[src/rtl/nibble_serial_adder.sv]
// rtl/nibble_serial_adder.sv - serial wide adder, one 4-bit nibble per cycle, valid/ready in and out
module nibble_serial_adder #(
  parameter int NIBBLES = 4
) (
  input  logic                 Clk,
  input  logic                 Rst_n,
  input  logic                 In_valid,
  output logic                 In_ready,
  input  logic [4*NIBBLES-1:0] A,
  input  logic [4*NIBBLES-1:0] B,
  input  logic                 Cin,
  output logic                 Out_valid,
  input  logic                 Out_ready,
  output logic [4*NIBBLES-1:0] Sum,
  output logic                 Carry,
  output logic                 Overflow,
  output logic                 Busy
);

  localparam int W  = 4 * NIBBLES;
  localparam int IW = (NIBBLES > 1) ? $clog2(NIBBLES) : 1;
  localparam logic [IW-1:0] LAST_IDX = IW'(NIBBLES - 1);

  typedef enum logic [1:0] {
    IDLE = 2'd0,
    RUN  = 2'd1,
    DONE = 2'd2
  } state_t;

  state_t state, state_next;

  logic [W-1:0]  a_reg;
  logic [W-1:0]  b_reg;
  logic          carry_reg;
  logic [IW-1:0] idx;
  logic [W-1:0]  work_sum;
  logic [W-1:0]  work_next;
  logic [W-1:0]  sum_q;
  logic          carry_q;
  logic          ovf_q;

  logic [3:0]    nib_a;
  logic [3:0]    nib_b;
  logic [4:0]    nib_res;
  logic [3:0]    low3_res;
  logic          last_nib;

  // Current nibble slice; the full 5-bit result is kept so the carry is never lost.
  always_comb begin
    nib_a     = a_reg[{idx, 2'b00} +: 4];
    nib_b     = b_reg[{idx, 2'b00} +: 4];
    nib_res   = {1'b0, nib_a} + {1'b0, nib_b} + {4'b0000, carry_reg};
    low3_res  = {1'b0, nib_a[2:0]} + {1'b0, nib_b[2:0]} + {3'b000, carry_reg};
    last_nib  = (idx == LAST_IDX);
    work_next = work_sum;
    work_next[{idx, 2'b00} +: 4] = nib_res[3:0];
  end

  always_ff @(posedge Clk or negedge Rst_n) begin
    if (!Rst_n) begin
      state <= IDLE;
    end else begin
      state <= state_next;
    end
  end

  always_comb begin
    state_next = state;
    case (state)
      IDLE:    if (In_valid) state_next = RUN;
      RUN:     if (last_nib) state_next = DONE;
      DONE:    if (Out_ready) state_next = IDLE;
      default: state_next = IDLE;
    endcase
  end

  always_ff @(posedge Clk or negedge Rst_n) begin
    if (!Rst_n) begin
      a_reg     <= '0;
      b_reg     <= '0;
      carry_reg <= 1'b0;
      idx       <= '0;
      work_sum  <= '0;
      sum_q     <= '0;
      carry_q   <= 1'b0;
      ovf_q     <= 1'b0;
    end else begin
      case (state)
        IDLE: begin
          if (In_valid) begin
            a_reg     <= A;
            b_reg     <= B;
            carry_reg <= Cin;
            idx       <= '0;
            work_sum  <= '0;
          end
        end
        RUN: begin
          work_sum  <= work_next;
          carry_reg <= nib_res[4];
          if (last_nib) begin
            // Overflow compares the carry into the sign bit with the carry out of it.
            sum_q   <= work_next;
            carry_q <= nib_res[4];
            ovf_q   <= nib_res[4] ^ low3_res[3];
            idx     <= '0;
          end else begin
            idx <= idx + IW'(1);
          end
        end
        default: ;
      endcase
    end
  end

  assign In_ready  = (state == IDLE);
  assign Busy      = (state == RUN);
  assign Out_valid = (state == DONE);
  assign Sum       = sum_q;
  assign Carry     = carry_q;
  assign Overflow  = ovf_q;

endmodule
[config.mk]
export PLATFORM = sky130hd
export DESIGN_NAME = nibble_serial_adder
export DESIGN_NICKNAME = d
export VERILOG_FILES = /design/src/rtl/nibble_serial_adder.sv
export SDC_FILE = /design/constraint.sdc
export NUM_CORES = 1
export LEC_CHECK = 0
export BUFFER_PORTS_ARGS = -buffer_cell sky130_fd_sc_hd__buf_2
export CAP_MARGIN = 20
export CORE_ASPECT_RATIO = 0.5
export CORE_MARGIN = 10
export CORE_UTILIZATION = 38
export CTS_CLUSTER_SIZE = 12
export DETAILED_ROUTE_END_ITERATION = 6
export SLEW_MARGIN = 20
export SYNTH_ARGS = -nofsm -noshare
export SYNTH_HDL_FRONTEND = slang
export SYNTH_SLANG_ARGS = --single-unit
[constraint.sdc]
create_clock -name Clk -period 8.3 [get_ports Clk]
set_clock_uncertainty 0.1 [all_clocks]
set_input_delay 0.83 -clock Clk [delete_from_list [all_inputs] [get_ports Clk]]
set_output_delay 0.83 -clock Clk [all_outputs]
set_load 0.02 [all_outputs]
Word-level counts from Yosys, hierarchy flattened

Cells that the tools add are included.
W data, S select, Z words.

Flip-flop bits (word level): 71
Input bits: 37
Output and inout bits: 21
Word-level logic and storage cells: 44

$add $sub $neg: 6
Equality and inequality tests: 6
Shift-type cells: 4
Multiplexer cells: 12
Bitwise gates (word level): 1
Reductions and logical operators: 6

Operators with widths:

| operator                 | count |
|---|---|
| $pmux W16 S2             | 1 |
| $shiftx A16 B5 Y4        | 2 |
| $bwmux W16               | 1 |
| $mux W16                 | 1 |
| $shift A4 B6 Y16 const A | 1 |
| $shiftx A4 B6 Y16        | 1 |
| $mux W2                  | 5 |
| $neg A4 Y6               | 1 |
| $pmux W2 S3              | 1 |
| $reduce_and A2 Y1        | 3 |
| $add A4 B4 Y5            | 1 |
| $add A5 B1 Y5            | 1 |
| $add A3 B3 Y4            | 1 |
| $add A4 B1 Y4            | 1 |
| $eq A2 B2 Y1 const B     | 2 |
| $ne A2 B1 Y1 const B     | 2 |
| $pmux W2 S2              | 1 |
| $reduce_and A3 Y1        | 1 |
| $add A2 B1 Y2 const B    | 1 |
| $eq A2 B1 Y1 const B     | 1 |
| $logic_not A2 Y1         | 1 |
| $ne A2 B2 Y1 const B     | 1 |
| $pmux W1 S2              | 1 |
| $reduce_bool A2 Y1       | 1 |
| 2 further kinds          | 2 |

Longest topological paths before layout

Gate-level depths: netlist of run 1.

Depth in word-level cells: 6
Mapped depth: 9
Depth with buffers taken out: 8

Worst setup path after synthesis of run 1

OpenSTA, ideal clock, no wires.

Path type: reg2reg
Start point: register idx[0]
End point: register work_sum[1]
Setup time: 67 ps
Arrival time: 2479 ps
Required time: 8133 ps
Path slack: 5654 ps
Cell stages (with the launch flop): 8
Buffers on the path: 1
Clock period less this slack: 2646 ps
Cells stage by stage: dfrtp_1 > buf_4 > mux4_2 > fa_1 > inv_1 > fa_1 > nor2_1 > a22o_1

Word-level cells in the longest chain between the ends: 6
Elaborated cells on any way between the ends: 9
Classes of those cells: add/sub: 3; shift: 4; mux: 2

RTL lines:

| what                                 | RTL line | source |
|---|---|---|
| start: declaration                   | 35       | `logic [IW-1:0] idx;` |
| start signal: assignment             | 108      | `idx <= idx + IW'(1);` |
| $shiftx A16 B5 Y4 (on tied branches) | 50, 51   |  |
| $add A4 B4 Y5                        | 52       | `nib_res = {1'b0, nib_a} + {1'b0, nib_b} + {4'b0000, carry_reg};` |
| $add A5 B1 Y5                        | 52       |  |
| $shiftx A4 B6 Y16                    | 56       | `work_next[{idx, 2'b00} +: 4] = nib_res[3:0];` |
| $bwmux W16 *                         | 56       |  |
| $pmux W16 S2 *                       | 88       | `case (state)` |
| end signal: assignment               | 99       | `work_sum <= work_next;` |
| end: declaration                     | 36       | `logic [W-1:0] work_sum;` |

Every way passes the cells marked *; elsewhere a longest branch is shown, timed or not.
A chain may end at the register's enable or synchronous reset.

Worst setup path in the final report of run 1

Ends and elaborated chain as after synthesis.

==> results of run 1 <==
[power groups by stage]
stage | registers [mW] | clock network (mW) | logic [mW]
floorplan | 0.606 | 0 | 0.734
global placement | 0.605 | 0 | 0.962
detailed placement | 0.615 | 0 | 0.984
CTS | 0.610 | 0.362 | 0.989
global route | 0.630 | 0.379 | 1.08
finish | 0.604 | 0.353 | 0.982
[tightest hold or removal path: stages (launching register included)]
cell,delay (ns)
dfrtp_1,0.34
nand2_1,0.04
o21ai_0,0.05
[metrics by stage]
step	utilization [%]	hold slack, ns	worst slack, ns	power (mW)
6_report	46.3	0.372	5.26	1.94
2_1_floorplan	-	0.358	5.65	1.34
4_1_cts	46.3	0.383	5.21	1.96
3_5_place_dp	43.1	0.371	5.21	1.60
3_3_place_gp	43.1	0.367	5.30	1.57
5_1_grt	46.3	0.398	5.02	2.09
[layout by cell type (no fill, tap or decap), drive strengths merged, types with 4 or more instances in the layout]
| cell | synthesis | final |
|---|---|---|
| nor2 | 4 | 4 |
| nor3b | 5 | 5 |
| nor2b | 8 | 8 |
| inv | 10 | 10 |
| a22oi | 4 | 4 |
| mux2 | 33 | 33 |
| dfrtp | 71 | 71 |
| buf | 9 | 60 |
| a22o | 8 | 8 |
| a21oi | 13 | 13 |
| o21ai | 22 | 22 |
| a32o | 8 | 8 |
| ha | 9 | 9 |
| nand2 | 17 | 17 |
| clkinv | 0 | 4 |
| mux4 | 8 | 8 |
| clkbuf | 4 | 12 |
[logic make-up (layout without fill, tap and decap cells)]
logic type,after synthesis,count (layout),synth area share (%)
flip-flops,71,71,53.1
AO/OA/AOI/OAI,62,62,12.8
AND/OR/NAND/NOR,48,48,8.49
multiplexers,41,41,16.5
buffers and inverters,23,86,3.55
adder cells (fa/ha/maj),11,11,4.56
XOR/XNOR,4,4,1.05
[metal layers]
metal	track usage, %	vias up	share of wire [%]
li1	-	1065	-
met1	14.5	1119	46
met2	19.5	52	48
met3	4.45	8	5.3
met4	4.82	0	1.3
met5	0	-	0
[worst max path at each step]
stage               cells after the start  slack [ns]          startpoint                        to
floorplan                               7        5.65  idx[0]$_DFFE_PN0P_   work_sum[1]$_DFFE_PN0P_
global placement                        7        5.30  idx[0]$_DFFE_PN0P_  work_sum[10]$_DFFE_PN0P_
detailed placement                      7        5.21  idx[0]$_DFFE_PN0P_   work_sum[6]$_DFFE_PN0P_
CTS                                     7        5.21  idx[0]$_DFFE_PN0P_  work_sum[10]$_DFFE_PN0P_
global route                            7        5.02  idx[0]$_DFFE_PN0P_   work_sum[6]$_DFFE_PN0P_
finish                                  6        5.26  idx[0]$_DFFE_PN0P_   work_sum[1]$_DFFE_PN0P_
[area by class of cell]
class / instances / area, um2 / share of cell area, %
Sequential cell: 71 / 1780 / 44.4
Timing Repair Buffer: 60 / 308 / 7.69
Clock buffer: 12 / 256 / 6.41
Inverter: 10 / 40.0 / 1.00
Clock inverter: 4 / 20.0 / 0.500
Tap cell: 117 / 146 / 3.66
Multi-Input combinational cell: 166 / 1460 / 36.4
==> impl_metrics.json, run 1 <==
{
  "synth_cell_types": 41,
  "nets": 366,
  "p_per_area_mw_per_mm2": 484,
  "worstPathRequired_ns": 8.47,
  "p_int_mw": 1.12,
  "clock.fmax_ghz": 0.329,
  "critPathSlowestCell": "dfrtp_1",
  "grt_pass1_wl_um": 12800,
  "num_vias": 2244,
  "die-width_um": 153,
  "gr-total-overflow": 0,
  "first_pass_iters": 4,
  "drc_errors": 0,
  "min_from": "Sum[9]$_DFFE_PN0P_",
  "dp_hpwl_um": 5500,
  "worst_pin_slew_ns": 0.877,
  "cts_root_buf": "clkbuf_16",
  "initial_utilization_pct": 38.7,
  "gr-usage-all-layers_pct": 12.1,
  "postCtsSetupRepairBufs": 0,
  "critPathMostFrequentCell": "fa_1",
  "cts_hold_buf": 0,
  "drive_gt1_share_pct": 39.6,
  "grt_pass1_vias": 2502,
  "portBuffers": 57,
  "clk_pin_slew_worst_paths_ns": 0.05,
  "antenna_found_initial": 0,
  "path_max_fanout": 16,
  "final_area_mm2": 0.00400,
  "rows": 24,
  "ys_ff_latch": 71,
  "diodes": 0,
  "seqPwrFrac_pct": 31.2,
  "die_h_um": 86.4,
  "h-tree-depth": 3,
  "pin_count": 58,
  "synth_area_per_cell_um2": 12.9,
  "hold_violations": 0,
  "rsz0062_at_grt": "false",
  "swShare_pct": 42.0,
  "cts_sinks": 71,
  "cts_tree": "yes",
  "dieArea_mm2": 0.0132,
  "min_period_over_period_pct": 36.6,
  "seq_area_frac_synth_pct": 53.1,
  "crit_arrival_ns": 3.21,
  "drt.antenna.violating_nets": 0,
  "syn_to_final_growth_pct": 19.6,
  "hp-class": "reg2reg",
  "insertion_delay_ns": 0.33,
  "power.share.clock_pct": 18.2,
  "drv_slew": 0,
  "r2r_start": "idx[0]$_DFFE_PN0P_",
  "placedCellCount": 424,
  "worstReg2RegEnd": "work_sum[1]$_DFFE_PN0P_",
  "viasPerCell": 5.10,
  "max_slew_margin_pct": 41.6,
  "instances_no_fill": 440,
  "cp-end-kind": "flip-flop",
  "fillerInstances": 796,
  "synth_area_leader_cell": "dfrtp_1",
  "reg2reg_depth": 6,
  "synthCells": 260,
  "gp_congestion": 0.853,
  "vdd_drop_max_mv": 0.196,
  "regToRegSetupSlack_ns": 5.26,
  "switchingPower_mw": 0.815,
  "worstSetupPathType": "reg2reg",
  "yosysTopAreaCellShare_pct": 53.1,
  "post_drt_wl_per_cell_um": 17.2,
  "critical_path.max_stage_delay_ns": 0.85,
  "synth_fp_nets": 308,
  "coreArea_mm2": 0.00865,
  "setup_violations": 0,
  "placed_cell_area_mm2": 0.00373,
  "outcome": "finished, final reports clean",
  "yosysMostFrequentCell": "dfrtp_1",
  "yosysWarnings": 0,
  "drv_cap": 0,
  "path_cells": "mux4_2 -> fa_1 -> inv_1 -> fa_1 -> nor2_1 -> a22o_1",
  "synthesis.area_mm2": 0.00335,
  "cts_resized": 0,
  "holdPathStages": 2,
  "synth_edf_count": 0,
  "drt-initial-drc-count": 128,
  "critPathBufInv": 1,
  "grt_max_degree": 72,
  "clk_path_buf_depth": 2,
  "p_comb_share_pct": 50.6,
  "synth_common_cells": "dfrtp_1, mux2_2, nand2_1",
  "synth_area_leaders": "dfrtp_1, mux2_2, mux4_2",
  "critPathLaunchType": "flip-flop",
  "ys.flop_type": "dfrtp_1",
  "power.leakage_nw": 1.82,
  "tns_ns": 0,
  "drt-total-wl_um": 7560,
  "whs_endpoint": "Sum[9]$_DFFE_PN0P_",
  "cp_top_family": "adder cells",
  "fin_crit_ns": 3.04,
  "cts_buffers": 9,
  "postSynth.asyncResetShare_pct": 100
}
No activity file was read; power rests on OpenSTA's default activity.
==> inputs of run 2 (changes only) <==
==> constraint.sdc (replaced) <==
create_clock -name Clk -period 2.6 [get_ports Clk]
set_clock_uncertainty 0.1 [all_clocks]
set_input_delay 0.26 -clock Clk [delete_from_list [all_inputs] [get_ports Clk]]
set_output_delay 0.26 -clock Clk [all_outputs]
set_load 0.02 [all_outputs]
==> impl_metrics.json, run 2 (same netlist as run 1, synthesis figures left out) <==
{
  "clk_pin_slew_worst_paths_ns": 0.06,
  "first_pass_iters": 4,
  "syn_to_final_growth_pct": 23.2,
  "worstSetupPathType": "reg2reg",
  "tns_ns": 0,
  "portBuffers": 57,
  "critPathSlowestCell": "mux4_2",
  "post_drt_wl_per_cell_um": 17.2,
  "r2r_start": "idx[0]$_DFFE_PN0P_",
  "die-width_um": 153,
  "rsz0062_at_grt": "false",
  "fillerInstances": 804,
  "placedCellCount": 432,
  "final_util_pct": 47.7,
  "viasPerCell": 5.13,
  "p_per_area_mw_per_mm2": 1620,
  "cts_buffers": 9,
  "cts_root_buf": "clkbuf_16",
  "worst_pin_slew_ns": 0.624,
  "diodes": 0,
  "drv_slew": 0,
  "cts_sinks": 71,
  "path_max_fanout": 6,
  "gp_congestion": 0.862,
  "hold_violations": 0,
  "gr-usage-all-layers_pct": 12.1,
  "critical_path.max_stage_delay_ns": 0.52,
  "placed_cell_area_mm2": 0.00380,
  "grt_max_degree": 48,
  "cp-end-kind": "flip-flop",
  "final_cell_mix": "dfrtp_1, buf_2, mux2_2",
  "critPathLaunchType": "flip-flop",
  "dp_hpwl_um": 5770,
  "nets": 375,
  "vdd_drop_max_mv": 0.502,
  "num_vias": 2303,
  "power.leakage_nw": 1.87,
  "dieArea_mm2": 0.0132,
  "drt-total-wl_um": 7720,
  "postCtsSetupRepairBufs": 0,
  "hp-class": "in2reg",
  "path_cells": "buf_4 -> mux4_2 -> ha_1 -> a21o_1 -> a21oi_4 -> xnor2_2 -> a32o_1",
  "reg2reg_depth": 7,
  "outcome": "finished, final reports clean",
  "final_common_cell": "dfrtp_1",
  "insertion_delay_ns": 0.33,
  "initial_utilization_pct": 38.7,
  "whs_endpoint": "state[1]$_DFFE_PN0P_",
  "gr-total-overflow": 0,
  "worstReg2RegEnd": "work_sum[11]$_DFFE_PN0P_",
  "cts_tree": "yes",
  "crit_arrival_ns": 2.63,
  "drt-initial-drc-count": 99,
  "clk_path_buf_depth": 2,
  "grt_pass1_wl_um": 12800,
  "regToRegSetupSlack_ns": 0.09,
  "drt.antenna.violating_nets": 0,
  "pin_count": 58,
  "antenna_found_initial": 0,
  "min_period_over_period_pct": 96.5,
  "grt_pass1_vias": 2484,
  "final_area_mm2": 0.00412,
  "clock.fmax_ghz": 0.399,
  "fin_crit_ns": 2.51,
  "setup_violations": 0,
  "rows": 24,
  "holdPathStages": 2,
  "drive_gt1_share_pct": 43.7,
  "instances_no_fill": 449,
  "min_from": "Out_ready",
  "drc_errors": 0,
  "coreArea_mm2": 0.00865,
  "die_h_um": 86.4,
  "max_slew_margin_pct": 58.2,
  "h-tree-depth": 3,
  "drv_cap": 0,
  "worstPathRequired_ns": 2.72
}
## run 2: changes by cell type in the layout (fill, tap and decap cells not counted), sizes merged
cell         delta
buf             +8
dlygate4sd3     +1
## run 2: repair_timing
item                                   in CTS  in global routing
pin swaps                                   0                  4
endpoints found under the hold margin      24                  0
gates cloned                                0                  0
hold buffers                                1                  0
setup endpoints to repair                   1                 22
resized for setup                           1                  9
## run 2: worst max-delay path by stage
stage	start	to	cells past startpoint
after floorplan	idx[0]$_DFFE_PN0P_	work_sum[1]$_DFFE_PN0P_	7
after global placement	idx[0]$_DFFE_PN0P_	work_sum[5]$_DFFE_PN0P_	6
after detailed placement	idx[0]$_DFFE_PN0P_	work_sum[1]$_DFFE_PN0P_	6
after CTS	idx[0]$_DFFE_PN0P_	work_sum[11]$_DFFE_PN0P_	7
after global routing	idx[0]$_DFFE_PN0P_	work_sum[11]$_DFFE_PN0P_	7
final	idx[0]$_DFFE_PN0P_	work_sum[11]$_DFFE_PN0P_	7
## run 2: metal layers
layer | up-vias | part of all wire, % | global-route usage (%)
met3 | 5 | 5.7 | 4.75
met1 | 1158 | 45 | 14.3
met4 | 0 | 0.87 | 4.13
met2 | 56 | 49 | 19.9
met5 | - | 0 | 0
li1 | 1084 | - | -
## run 2: cell type report
class / instances / area (um2) / share of cell area (%)
Sequential cell: 71 / 1780 / 43.1
Multi-Input combinational cell: 166 / 1490 / 36.2
Timing Repair Buffer: 69 / 390 / 9.47
Clock buffer: 12 / 256 / 6.22
Tap cell: 117 / 146 / 3.55
Inverter: 10 / 40.0 / 0.971
Clock inverter: 4 / 20.0 / 0.486
## run 2: power by group
group | internal, mW | switching, mW
registers | 1.59 | 0.281
clock network | 0.691 | 0.447
logic | 1.58 | 2.09
total | 3.86 | 2.81
## run 2: worst max-delay path: cells and delay by family, from the launching register on
| kind | cells | cell delay (ns) |
|---|---|---|
| XOR/XNOR | 1 | 0.14 |
| flip-flops | 1 | 0.44 |
| multiplexers | 1 | 0.52 |
| buffers and inverters | 1 | 0.17 |
| AO/OA/AOI/OAI | 3 | 0.71 |
| adder cells (fa/ha/maj) | 1 | 0.31 |
## run 2: per-stage QoR
stage,hold slack [ns],power [mW],setup WS (ns)
6_report,0.0209,6.68,0.0921
5_1_grt,0.0114,7.18,0.00944
4_1_cts,0.00942,6.50,0.0311
3_5_place_dp,0.193,5.31,0.00667
3_3_place_gp,0.190,5.20,0.0936
2_1_floorplan,-0.136,4.29,0.0512
